### src/rtl/alu_pkg.sv
// Shared definitions for the ALU operand loader: FSM state codes, flag bit
// positions and the default debounce length.
package alu_pkg;

    localparam int unsigned DebNDefault = 50000;

    // State codes are visible on the STATE output, so the values are fixed.
    typedef enum logic [2:0] {
        StLdA   = 3'd0,
        StLdB   = 3'd1,
        StLdSel = 3'd2,
        StLdCi  = 3'd3,
        StExec  = 3'd4,
        StShow  = 3'd5
    } state_e;

    // Bit positions inside FLAGS_Q.
    localparam int unsigned FlagCo = 3;
    localparam int unsigned FlagOv = 2;
    localparam int unsigned FlagZ  = 1;
    localparam int unsigned FlagS  = 0;

    // Assemble the captured flag nibble from the individual ALU flags.
    function automatic logic [3:0] pack_flags(logic co, logic ov, logic z, logic s);
        logic [3:0] f;
        f         = 4'd0;
        f[FlagCo] = co;
        f[FlagOv] = ov;
        f[FlagZ]  = z;
        f[FlagS]  = s;
        return f;
    endfunction

endpackage

### src/rtl/key_debounce.sv
// Pushbutton front end: 2-flop synchronizer, counter-based debounce and a
// registered one-cycle PRESS pulse on each debounced press.
module key_debounce
    import alu_pkg::*;
#(
    parameter int unsigned DEB_N = DebNDefault,
    parameter int unsigned CW    = 16
) (
    input  logic CLK,
    input  logic RST,
    input  logic KEY,
    output logic PRESS
);

    localparam logic [CW-1:0] CntLast = CW'(DEB_N - 1);

    logic          sync1_q, sync2_q;
    logic          deb_q, deb_d;
    logic [CW-1:0] cnt_q, cnt_d;
    logic          dly1_q, dly2_q;
    logic          press_q, press_d;

    // Debounce: count while the synchronized key disagrees, toggle on the last count
    always_comb begin
        deb_d = deb_q;
        cnt_d = '0;
        if (sync2_q != deb_q) begin
            if (cnt_q == CntLast) begin
                deb_d = ~deb_q;
            end else begin
                cnt_d = cnt_q + CW'(1);
            end
        end
    end

    // Rising edge of the delayed debounced state; the extra delay stage fixes
    // press latency at DEB_N+3 edges from the first edge that samples KEY high.
    always_comb begin
        press_d = dly1_q & ~dly2_q;
    end

    // Synchronizer, debounce and pulse registers
    always_ff @(posedge CLK or posedge RST) begin
        if (RST) begin
            sync1_q <= 1'b0;
            sync2_q <= 1'b0;
            deb_q   <= 1'b0;
            cnt_q   <= '0;
            dly1_q  <= 1'b0;
            dly2_q  <= 1'b0;
            press_q <= 1'b0;
        end else begin
            sync1_q <= KEY;
            sync2_q <= sync1_q;
            deb_q   <= deb_d;
            cnt_q   <= cnt_d;
            dly1_q  <= deb_q;
            dly2_q  <= dly1_q;
            press_q <= press_d;
        end
    end

    assign PRESS = press_q;

endmodule

### src/rtl/alu_operand_loader.sv
// Key-stepped operand entry for a 4-bit ALU: each debounced press loads SW
// into A, B, SEL and CI in turn, then the ALU result and flags are captured.
module alu_operand_loader
    import alu_pkg::*;
#(
    parameter int unsigned DEB_N = DebNDefault,
    parameter int unsigned CW    = 16
) (
    input  logic       CLK,
    input  logic       RST,
    input  logic       KEY,
    input  logic [3:0] SW,
    input  logic       ABORT,
    input  logic [3:0] R,
    input  logic       CO,
    input  logic       OV,
    input  logic       Z,
    input  logic       S,
    output logic [3:0] A,
    output logic [3:0] B,
    output logic [3:0] SEL,
    output logic       CI,
    output logic [3:0] R_Q,
    output logic [3:0] FLAGS_Q,
    output logic       VALID,
    output logic [2:0] STATE
);

    state_e     state_q, state_d;
    logic       press;
    logic [3:0] a_q, a_d, b_q, b_d, sel_q, sel_d;
    logic       ci_q, ci_d;
    logic [3:0] r_q, r_d, flags_q, flags_d;
    logic       valid_q, valid_d;

    key_debounce #(
        .DEB_N(DEB_N),
        .CW   (CW)
    ) u_key_debounce (
        .CLK  (CLK),
        .RST  (RST),
        .KEY  (KEY),
        .PRESS(press)
    );

    // State register
    always_ff @(posedge CLK or posedge RST) begin
        if (RST) begin
            state_q <= StLdA;
        end else begin
            state_q <= state_d;
        end
    end

    // Next state: ABORT overrides everything, EXEC always advances after one cycle
    always_comb begin
        state_d = state_q;
        if (ABORT) begin
            state_d = StLdA;
        end else begin
            case (state_q)
                StLdA:   if (press) state_d = StLdB;
                StLdB:   if (press) state_d = StLdSel;
                StLdSel: if (press) state_d = StLdCi;
                StLdCi:  if (press) state_d = StExec;
                StExec:  state_d = StShow;
                StShow:  if (press) state_d = StLdA;
                default: state_d = StLdA;
            endcase
        end
    end

    // Datapath loads, result capture and VALID, all decoded from the current state
    always_comb begin
        a_d     = a_q;
        b_d     = b_q;
        sel_d   = sel_q;
        ci_d    = ci_q;
        r_d     = r_q;
        flags_d = flags_q;
        valid_d = 1'b0;
        if (ABORT) begin
            a_d   = 4'd0;
            b_d   = 4'd0;
            sel_d = 4'd0;
            ci_d  = 1'b0;
        end else begin
            case (state_q)
                StLdA:   if (press) a_d = SW;
                StLdB:   if (press) b_d = SW;
                StLdSel: if (press) sel_d = SW;
                StLdCi:  if (press) ci_d = SW[0];
                StExec: begin
                    r_d     = R;
                    flags_d = pack_flags(CO, OV, Z, S);
                    valid_d = 1'b1;
                end
                default: ;
            endcase
        end
    end

    // Operand, result and pulse registers
    always_ff @(posedge CLK or posedge RST) begin
        if (RST) begin
            a_q     <= 4'd0;
            b_q     <= 4'd0;
            sel_q   <= 4'd0;
            ci_q    <= 1'b0;
            r_q     <= 4'd0;
            flags_q <= 4'd0;
            valid_q <= 1'b0;
        end else begin
            a_q     <= a_d;
            b_q     <= b_d;
            sel_q   <= sel_d;
            ci_q    <= ci_d;
            r_q     <= r_d;
            flags_q <= flags_d;
            valid_q <= valid_d;
        end
    end

    assign A       = a_q;
    assign B       = b_q;
    assign SEL     = sel_q;
    assign CI      = ci_q;
    assign R_Q     = r_q;
    assign FLAGS_Q = flags_q;
    assign VALID   = valid_q;
    assign STATE   = state_q;

endmodule
### config.mk
export PLATFORM = sky130hd
export DESIGN_NAME = alu_operand_loader
export DESIGN_NICKNAME = d
export VERILOG_FILES = /design/src/rtl/alu_pkg.sv /design/src/rtl/key_debounce.sv /design/src/rtl/alu_operand_loader.sv
export SDC_FILE = /design/constraint.sdc
export NUM_CORES = 1
export LEC_CHECK = 0
export CAP_MARGIN = 20
export CORE_MARGIN = 2
export CORE_UTILIZATION = 49
export DETAILED_ROUTE_END_ITERATION = 10
export PLACE_DENSITY = 0.77
export RECOVER_POWER = 100
export SKIP_CTS_REPAIR_TIMING = 1
export SYNTH_ARGS = -nofsm -noshare
export SYNTH_HDL_FRONTEND = slang
export SYNTH_SLANG_ARGS = --single-unit
export TNS_END_PERCENT = 30
### constraint.sdc
create_clock -name CLK -period 5 [get_ports CLK]
set_input_delay 0.75 -clock CLK [delete_from_list [all_inputs] [get_ports CLK]]
set_output_delay 0.75 -clock CLK [all_outputs]
set_load 0.005 [all_outputs]
# Word-level counts from Yosys, hierarchy flattened
# Cells that the tools add are included.
dict set report totals {
  ff_bits 47
  in_bits 16
  out_inout_bits 25
  elab_cells 66
}
dict set report op_classes {
  addsub 1
  n_eq_ne 12
  n_mux 21
  bitwise_logic 4
  reduce_logical 13
}
# cell n
set ops {}
lappend ops {{16-bit 2-to-1 mux} 2}
lappend ops {{4-bit 2-to-1 mux} 7}
lappend ops {{3-bit 2-to-1 mux} 6}
lappend ops {{3-bit case mux with 6 select lines} 1}
lappend ops {{16-bit by 1-bit adder with 16-bit output (second input constant)} 1}
lappend ops {{16-bit == test (second input constant)} 1}
lappend ops {{3-bit by 2-bit inequality test with 1-bit output (second input constant)} 5}
lappend ops {{2-bit AND reduction} 6}
lappend ops {{2-bit nonzero test} 5}
lappend ops {{3-bit by 2-bit == test with 1-bit output (second input constant)} 2}
lappend ops {{3-bit == test (second input constant)} 2}
lappend ops {{1-bit 2-to-1 mux} 5}
lappend ops {{5-bit AND reduction} 1}
lappend ops {{3-bit by 1-bit == test with 1-bit output (second input constant)} 1}
lappend ops {{3-bit zero test} 1}
lappend ops {{1-bit NOT} 3}
lappend ops {{1-bit AND} 1}
lappend ops {{1-bit inequality test} 1}

# Depth between registers and ports, before layout
# Gate-level depths: netlist of the first run.
dict set report logic_depth {
  ltp_word 3
  mapped_depth 6
  depth_no_buf 5
}

# Hierarchy
# A second synthesis of the first run with hierarchy kept.
dict set report unflattened {
  cells_unflattened 168
  area_unflattened_um2 2108.3
}
# module n_inst cells_per_inst area_each_um2 seq_area_each_um2
set modules_own_cells {}
lappend modules_own_cells {alu_operand_loader 1 80 1063.5 625.6}
lappend modules_own_cells {key_debounce 1 88 1044.8 550.5}

# Worst setup path after synthesis of the first run
# No wires, ideal clock.
dict set report synth_path {
  kind {input -> register}
  startpoint {input ABORT}
  endpoint {register flags_q[0], in the netlist FLAGS_Q[0]}
  setup_time_ps 125
  t_arrival_ps 1979
  t_required_ps 4875
  path_slack_ps 2896
  cell_stages 3
  n_path_buf 1
  cell_sequence {clkbuf_1 > nor4b_2 > mux2_2}
}
dict set report synth_via {
  elab_chain_len 2
}
# item line_no
set synth_lines {}
lappend synth_lines {{start: declaration} alu_operand_loader.sv:13} ;# input logic ABORT,
lappend synth_lines {{1-bit NOT (no source line)} --}
lappend synth_lines {{2-bit AND reduction (no source line)} --}
lappend synth_lines {{end signal: assignment} alu_operand_loader.sv:119} ;# flags_q <= flags_d;
lappend synth_lines {{end: declaration} alu_operand_loader.sv:33} ;# logic [3:0] r_q, r_d, flags_q, flags_d;
# No other way between the ends.
# A chain may end at the register's enable or synchronous reset.

# Final worst setup path of the first run
dict set report layout_path {
  startpoint {input ABORT}
  endpoint {register r_q[1], in the netlist R_Q[1]}
}
dict set report layout_via {
  elab_chain_len 2
}
# item line_no
set layout_lines {}
lappend layout_lines {{1-bit NOT (no source line)} --}
lappend layout_lines {{2-bit AND reduction (no source line)} --}
lappend layout_lines {{end signal: assignment} alu_operand_loader.sv:118} ;# r_q <= r_d;
lappend layout_lines {{end: declaration} alu_operand_loader.sv:33}
# No other way between the ends.

==> results.json, run 1 <==
{
  "outcome": "complete, but fails checks",
  "violations": "capacitance limit, slew limit",
  "cp-start-kind": "input pin",
  "antenna_found_initial": 0,
  "fmaxAchievable_ghz": 0.314,
  "drt_iter0_markers": 83,
  "routed_wl_um": 3740,
  "drc": 0,
  "fin_crit_sh_pct": 63.8,
  "synth-main-ff-cell": "dfrtp_1",
  "synth_enable_flop_cells": 0,
  "pre_cts_ws_ps": 2010,
  "cts_sinks": 47,
  "hpwl_um": 2740,
  "final_core_util_pct": 64.0,
  "synth_area_leaders": "dfrtp_1 (58%), mux2i_1 (6.5%), nor2_1 (5.8%)",
  "synth-warning-count": 0,
  "fin_nets": 225,
  "synth_top_area_cell": "dfrtp_1",
  "clock-root-buffer": "clkbuf_8",
  "wire_per_inst_um": 14.4,
  "worst_slew_pin_slew_ps": 2380,
  "grt_pass1_wl_um": 6640,
  "die_area_um2": 4630,
  "firstDrtPassIters": 4,
  "syn_to_final_growth_pct": 26.4,
  "rsz0062_at_grt": "false",
  "clk_pin_slew_ps": 90,
  "leakage_nw": 1.14,
  "synth.top_cells.by_count": "dfrtp_1 (47), nor2_1 (31), mux2i_1 (13), xnor2_1 (13), mux2_2 (8)",
  "setup-tns-final_ps": 0,
  "drv_slew": 58,
  "num_rows": 23,
  "grt_max_degree": 48,
  "end_kind": "flip-flop",
  "synth-seq-area-share_pct": 58.5,
  "critical_path_class": "input pin to flip-flop",
  "netlist.area_leader.share_pct": 58.5,
  "cp.arrival_ps": 3380,
  "synth.most_common_cell": "dfrtp_1",
  "cp_max_fo": 17,
  "coreArea_um2": 3970,
  "grt_pass1_vias": 1443,
  "cts_buffers": 5,
  "layout-drive-gt1-share_pct": 8.13,
  "clock-skew-final_ps": 7.59,
  "cts_tree": "yes",
  "ir_drop_mv": 0.192,
  "htree_levels": 2,
  "setup_viol": 0,
  "synth-async-reset-ratio_pct": 100,
  "required_ps": 5190,
  "syn-num-nets": 185,
  "hp-class": "flip-flop to flip-flop",
  "diodes": 0,
  "multi_input_area_um2": 752,
  "vias": 1378,
  "die_w_um": 68.1,
  "synth.distinct_cells": 28,
  "worst_slack_ps": 1810,
  "insertion_delay_ps": 300,
  "max-cap-violations": 2,
  "postSynthAreaPerCell_um2": 12.0,
  "ios": 41,
  "ys_ff_latch": 47,
  "netlist_area_um2": 2010,
  "grt_remaining_overflow": 0,
  "cts_buffer_depth": 2,
  "die_h_um": 68.1,
  "synth_cells": 168,
  "vias_per_cell": 5.32,
  "slew_headroom_pct": -58.4,
  "register_area_um2": 1180,
  "hold_violations": 0,
  "initial_core_util_pct": 50.7,
  "ant_nets": 0,
  "gp_congestion": 0.863,
  "fin_crit_ps": 3190,
  "fillers": 303,
  "power_density_nw_per_um2": 295,
  "portBuffers": 40,
  "grt_usage_pct": 19.5
}
per-layer routing:
metal	share of wire, %	vias to the layer above	GRT usage [%]
li1	-	656	-
met1	40	677	22.5
met2	53	36	34.6
met3	5.0	9	4.93
met4	1.9	0	7.50
met5	0	-	0
final timing paths:
path / from / slack [ps] / cells after the start / endpoint
min: u_key_debounce.sync1_q$_DFF_PP0_ / 350 / 0 / u_key_debounce.sync2_q$_DFF_PP0_
min in group asynchronous: RST / 1780 / 3 / u_key_debounce.deb_q$_DFFE_PP0P_
max reg2reg: STATE[0]$_DFFE_PP0P_ / 2610 / 2 / R_Q[1]$_DFFE_PP0P_
max: ABORT / 1810 / 3 / R_Q[1]$_DFFE_PP0P_
max in group asynchronous: RST / 1880 / 3 / u_key_debounce.dly1_q$_DFF_PP0_
min reg2reg: u_key_debounce.sync1_q$_DFF_PP0_ / 350 / 0 / u_key_debounce.sync2_q$_DFF_PP0_
through the flow:
stage,instances,hold WS [ps],area (um^2),power [mW]
3_3_place_gp,250,334,2430,0.436
5_1_grt,259,362,2540,0.779
4_1_cts,258,355,2570,0.767
6_report,259,351,2540,0.750
3_5_place_dp,250,336,2430,0.438
2_1_floorplan,168,331,2010,0.414
placed cells by master (no fill, tap or decap), types with 2 or more instances in the layout:
master           netlist  layout
dfrtp_1               47      47
nor2_1                31      31
dlygate4sd3_1          0      28
mux2i_1               13      13
xnor2_1               13      13
clkdlybuf4s50_1        0      12
mux2_2                 8       7
nand3_1                6       6
nand2_1                5       6
nor3_1                 5       5
clkbuf_8               0       5
nor4_1                 4       4
xor2_1                 3       3
nand4_1                3       3
a21oi_1                3       3
nor4bb_1               2       2
nor4b_1                0       2
nand4b_1               2       2
mux2_1                 0       2
bufinv_16              0       2
clkbuf_1               7       2
registers in the layout, indices dropped and copies added, names as in the netlist:
name / flops
u_key_debounce.deb_q: 1
u_key_debounce.cnt_q: 16
FLAGS_Q: 4
B: 4
VALID: 1
A: 4
CI: 1
R_Q: 4
STATE: 3
u_key_debounce.sync2_q: 1
u_key_debounce.sync1_q: 1
u_key_debounce.dly2_q: 1
u_key_debounce.PRESS: 1
SEL: 4
u_key_debounce.dly1_q: 1
power by group:
group / internal (mW) / total (mW) / switching [mW] / leakage [nW]
logic: 0.0194 / 0.0369 / 0.0175 / 0.431
registers: 0.386 / 0.390 / 0.00413 / 0.646
clock network: 0.199 / 0.323 / 0.124 / 0.0644
total: 0.605 / 0.750 / 0.146 / 1.14
final cells by class:
type                    count  area share (%)
clock buffers               5            2.71
clock inverters             3            2.66
inverters                   2           0.295
multi-input cells         110            29.6
flip-flops and latches     47            46.3
well taps                  50            2.46
repair buffers             42            16.0
cell families after synthesis:
kind of cell / Yosys count / synth area share (%)
xor+xnor: 16 / 6.97
simple gates: 67 / 18.3
flops: 47 / 58.5
compound gates: 4 / 1.12
mux: 22 / 11.7
buf+inv: 11 / 2.80
fa+ha+maj: 1 / 0.622
critical path, stage by stage:
cell	delay [ps]
dlygate4sd3_1	760
nor4b_1	1420
mux2_2	440
Power figures use the tool's default switching activity.
==> run 2: changes to the inputs <==
--- a/config.mk
+++ b/config.mk
@@ -7,9 +7,9 @@
 export LEC_CHECK = 0
 export CAP_MARGIN = 20
 export CORE_MARGIN = 2
-export CORE_UTILIZATION = 49
+export CORE_UTILIZATION = 45
 export DETAILED_ROUTE_END_ITERATION = 10
-export PLACE_DENSITY = 0.77
+export PLACE_DENSITY = 0.74
 export RECOVER_POWER = 100
 export SKIP_CTS_REPAIR_TIMING = 1
 export SYNTH_ARGS = -nofsm -noshare
==> constraint.sdc (replaced) <==
create_clock -name CLK -period 2.7 [get_ports CLK]
set_input_delay 0.405 -clock CLK [delete_from_list [all_inputs] [get_ports CLK]]
set_output_delay 0.405 -clock CLK [all_outputs]
set_load 0.005 [all_outputs]
==> run 2 against run 1 <==
- the run now ends clean
- sequential share of layout area grew 0.32 points
- sequential power grew 85%
- combinational power grew 88%
- register-to-register slack lost 2100 ps
- die area grew 8.4%
- largest power group unchanged
==> results.json, run 2 (synthesized netlist as in run 1, its figures left out) <==
{
  "htree_levels": 2,
  "clock-root-buffer": "clkbuf_8",
  "routed_wl_um": 4040,
  "gp_congestion": 0.959,
  "grt_pass1_vias": 1494,
  "cts_buffer_depth": 2,
  "antenna_found_initial": 0,
  "die_w_um": 70.9,
  "largest_reg_flops": 16,
  "grt_usage_pct": 17.8,
  "vias": 1438,
  "fin_nets": 228,
  "diodes": 0,
  "mostFrequentLayoutCells": "dfrtp_1 (47), nor2_1 (31), dlygate4sd3_1 (28)",
  "required_ps": 2850,
  "syn_to_final_growth_pct": 25.5,
  "fin_total_pwr_mw": 1.24,
  "num_rows": 24,
  "cp.arrival_ps": 2350,
  "die_h_um": 70.9,
  "ir_drop_mv": 0.358,
  "cp-start-kind": "flip-flop",
  "slew_headroom_pct": 14.3,
  "grt_max_degree": 36,
  "setup_viol": 0,
  "top_register": "u_key_debounce.cnt_q",
  "cts_sinks": 47,
  "pre_cts_ws_ps": 739,
  "grt_pass1_wl_um": 6960,
  "die_area_um2": 5020,
  "grt_remaining_overflow": 0,
  "max-cap-violations": 0,
  "power_density_nw_per_um2": 493,
  "fin_crit_ps": 2190,
  "maxUsedRoutingLayer": "met4",
  "hp-class": "flip-flop to flip-flop",
  "cp_max_fo": 15,
  "drc": 0,
  "worst_slack_ps": 508,
  "outcome": "complete, no violations",
  "insertion_delay_ps": 290,
  "firstDrtPassIters": 4,
  "fmaxAchievable_ghz": 0.456,
  "initial_core_util_pct": 46.5,
  "rsz0062_at_grt": "false",
  "hpwl_um": 2890,
  "wl_met2_um": 2120,
  "wire_per_inst_um": 15.3,
  "end_kind": "flip-flop",
  "critical_path_class": "flip-flop to flip-flop",
  "portBuffers": 40,
  "layout-drive-gt1-share_pct": 8.96,
  "leakage_nw": 1.13,
  "wl_met3_um": 215,
  "ant_nets": 0,
  "clock-skew-final_ps": 10.6,
  "hold_violations": 0,
  "cts_tree": "yes",
  "ios": 41,
  "final_common_cell": "dfrtp_1",
  "setup-tns-final_ps": 0,
  "coreArea_um2": 4320,
  "met1_length_um": 1630,
  "drv_slew": 0,
  "vias_per_cell": 5.45,
  "clk_pin_slew_ps": 80,
  "fin_crit_sh_pct": 81.2,
  "drt_iter0_markers": 79,
  "cts_buffers": 5,
  "worst_slew_pin_slew_ps": 1270
}
[run 2: cell types whose count changed in the layout (fill, tap and decap cells not counted), sizes merged]
cell,previous run,this run
clkbuf,7,12
bufinv,2,0
[run 2: final timing paths]
path / startpoint / to / slack [ps] / cells after the start
max: u_key_debounce.cnt_q[4]$_DFF_PP0_ / u_key_debounce.cnt_q[3]$_DFF_PP0_ / 510 / 4
min: u_key_debounce.sync1_q$_DFF_PP0_ / u_key_debounce.sync2_q$_DFF_PP0_ / 360 / 0
max reg2reg: u_key_debounce.cnt_q[4]$_DFF_PP0_ / u_key_debounce.cnt_q[3]$_DFF_PP0_ / 510 / 4
min reg2reg: u_key_debounce.sync1_q$_DFF_PP0_ / u_key_debounce.sync2_q$_DFF_PP0_ / 360 / 0
max in group asynchronous: RST / u_key_debounce.cnt_q[1]$_DFF_PP0_ / 1080 / 3
min in group asynchronous: RST / B[0]$_DFFE_PP0P_ / 500 / 2
[run 2: metal layers]
metal,up-vias,global-route usage (%)
met4,0,7.55
met3,11,5.41
met2,50,31.5
met1,716,20.0
li1,661,-
met5,-,0
[run 2: cell type report]
class / instances / area [um^2]
Timing Repair Buffer: 45 / 420
Sequential cell: 47 / 1180
Clock inverter: 1 / 7.51
Clock buffer: 7 / 96.3
Fill cell: 366 / 1800
Multi-Input combinational cell: 110 / 752
Inverter: 2 / 7.51
Tap cell: 52 / 65.1
[run 2: worst max-delay path: stages (launching register included)]
cell     delay, ps
dfrtp_1        450
or4b_1         520
or4_1          570
nand2_1        390
nor2_1         110
[run 2: stage by stage]
step	hold WS, ps	instances	utilization, %	cell area (um^2)
after floorplan	331	168	-	2010
after global routing	365	264	58.4	2520
after detailed placement	342	256	57.0	2470
after global placement	333	256	57.0	2470
final	360	264	58.4	2520
after CTS	363	264	59.4	2570
[run 2: power by group]
part / switching [mW] / internal [mW] / leakage [nW]
Clock: 0.219 / 0.233 / 0.0505
Sequential: 0.00759 / 0.715 / 0.646
Combinational: 0.0327 / 0.0365 / 0.437
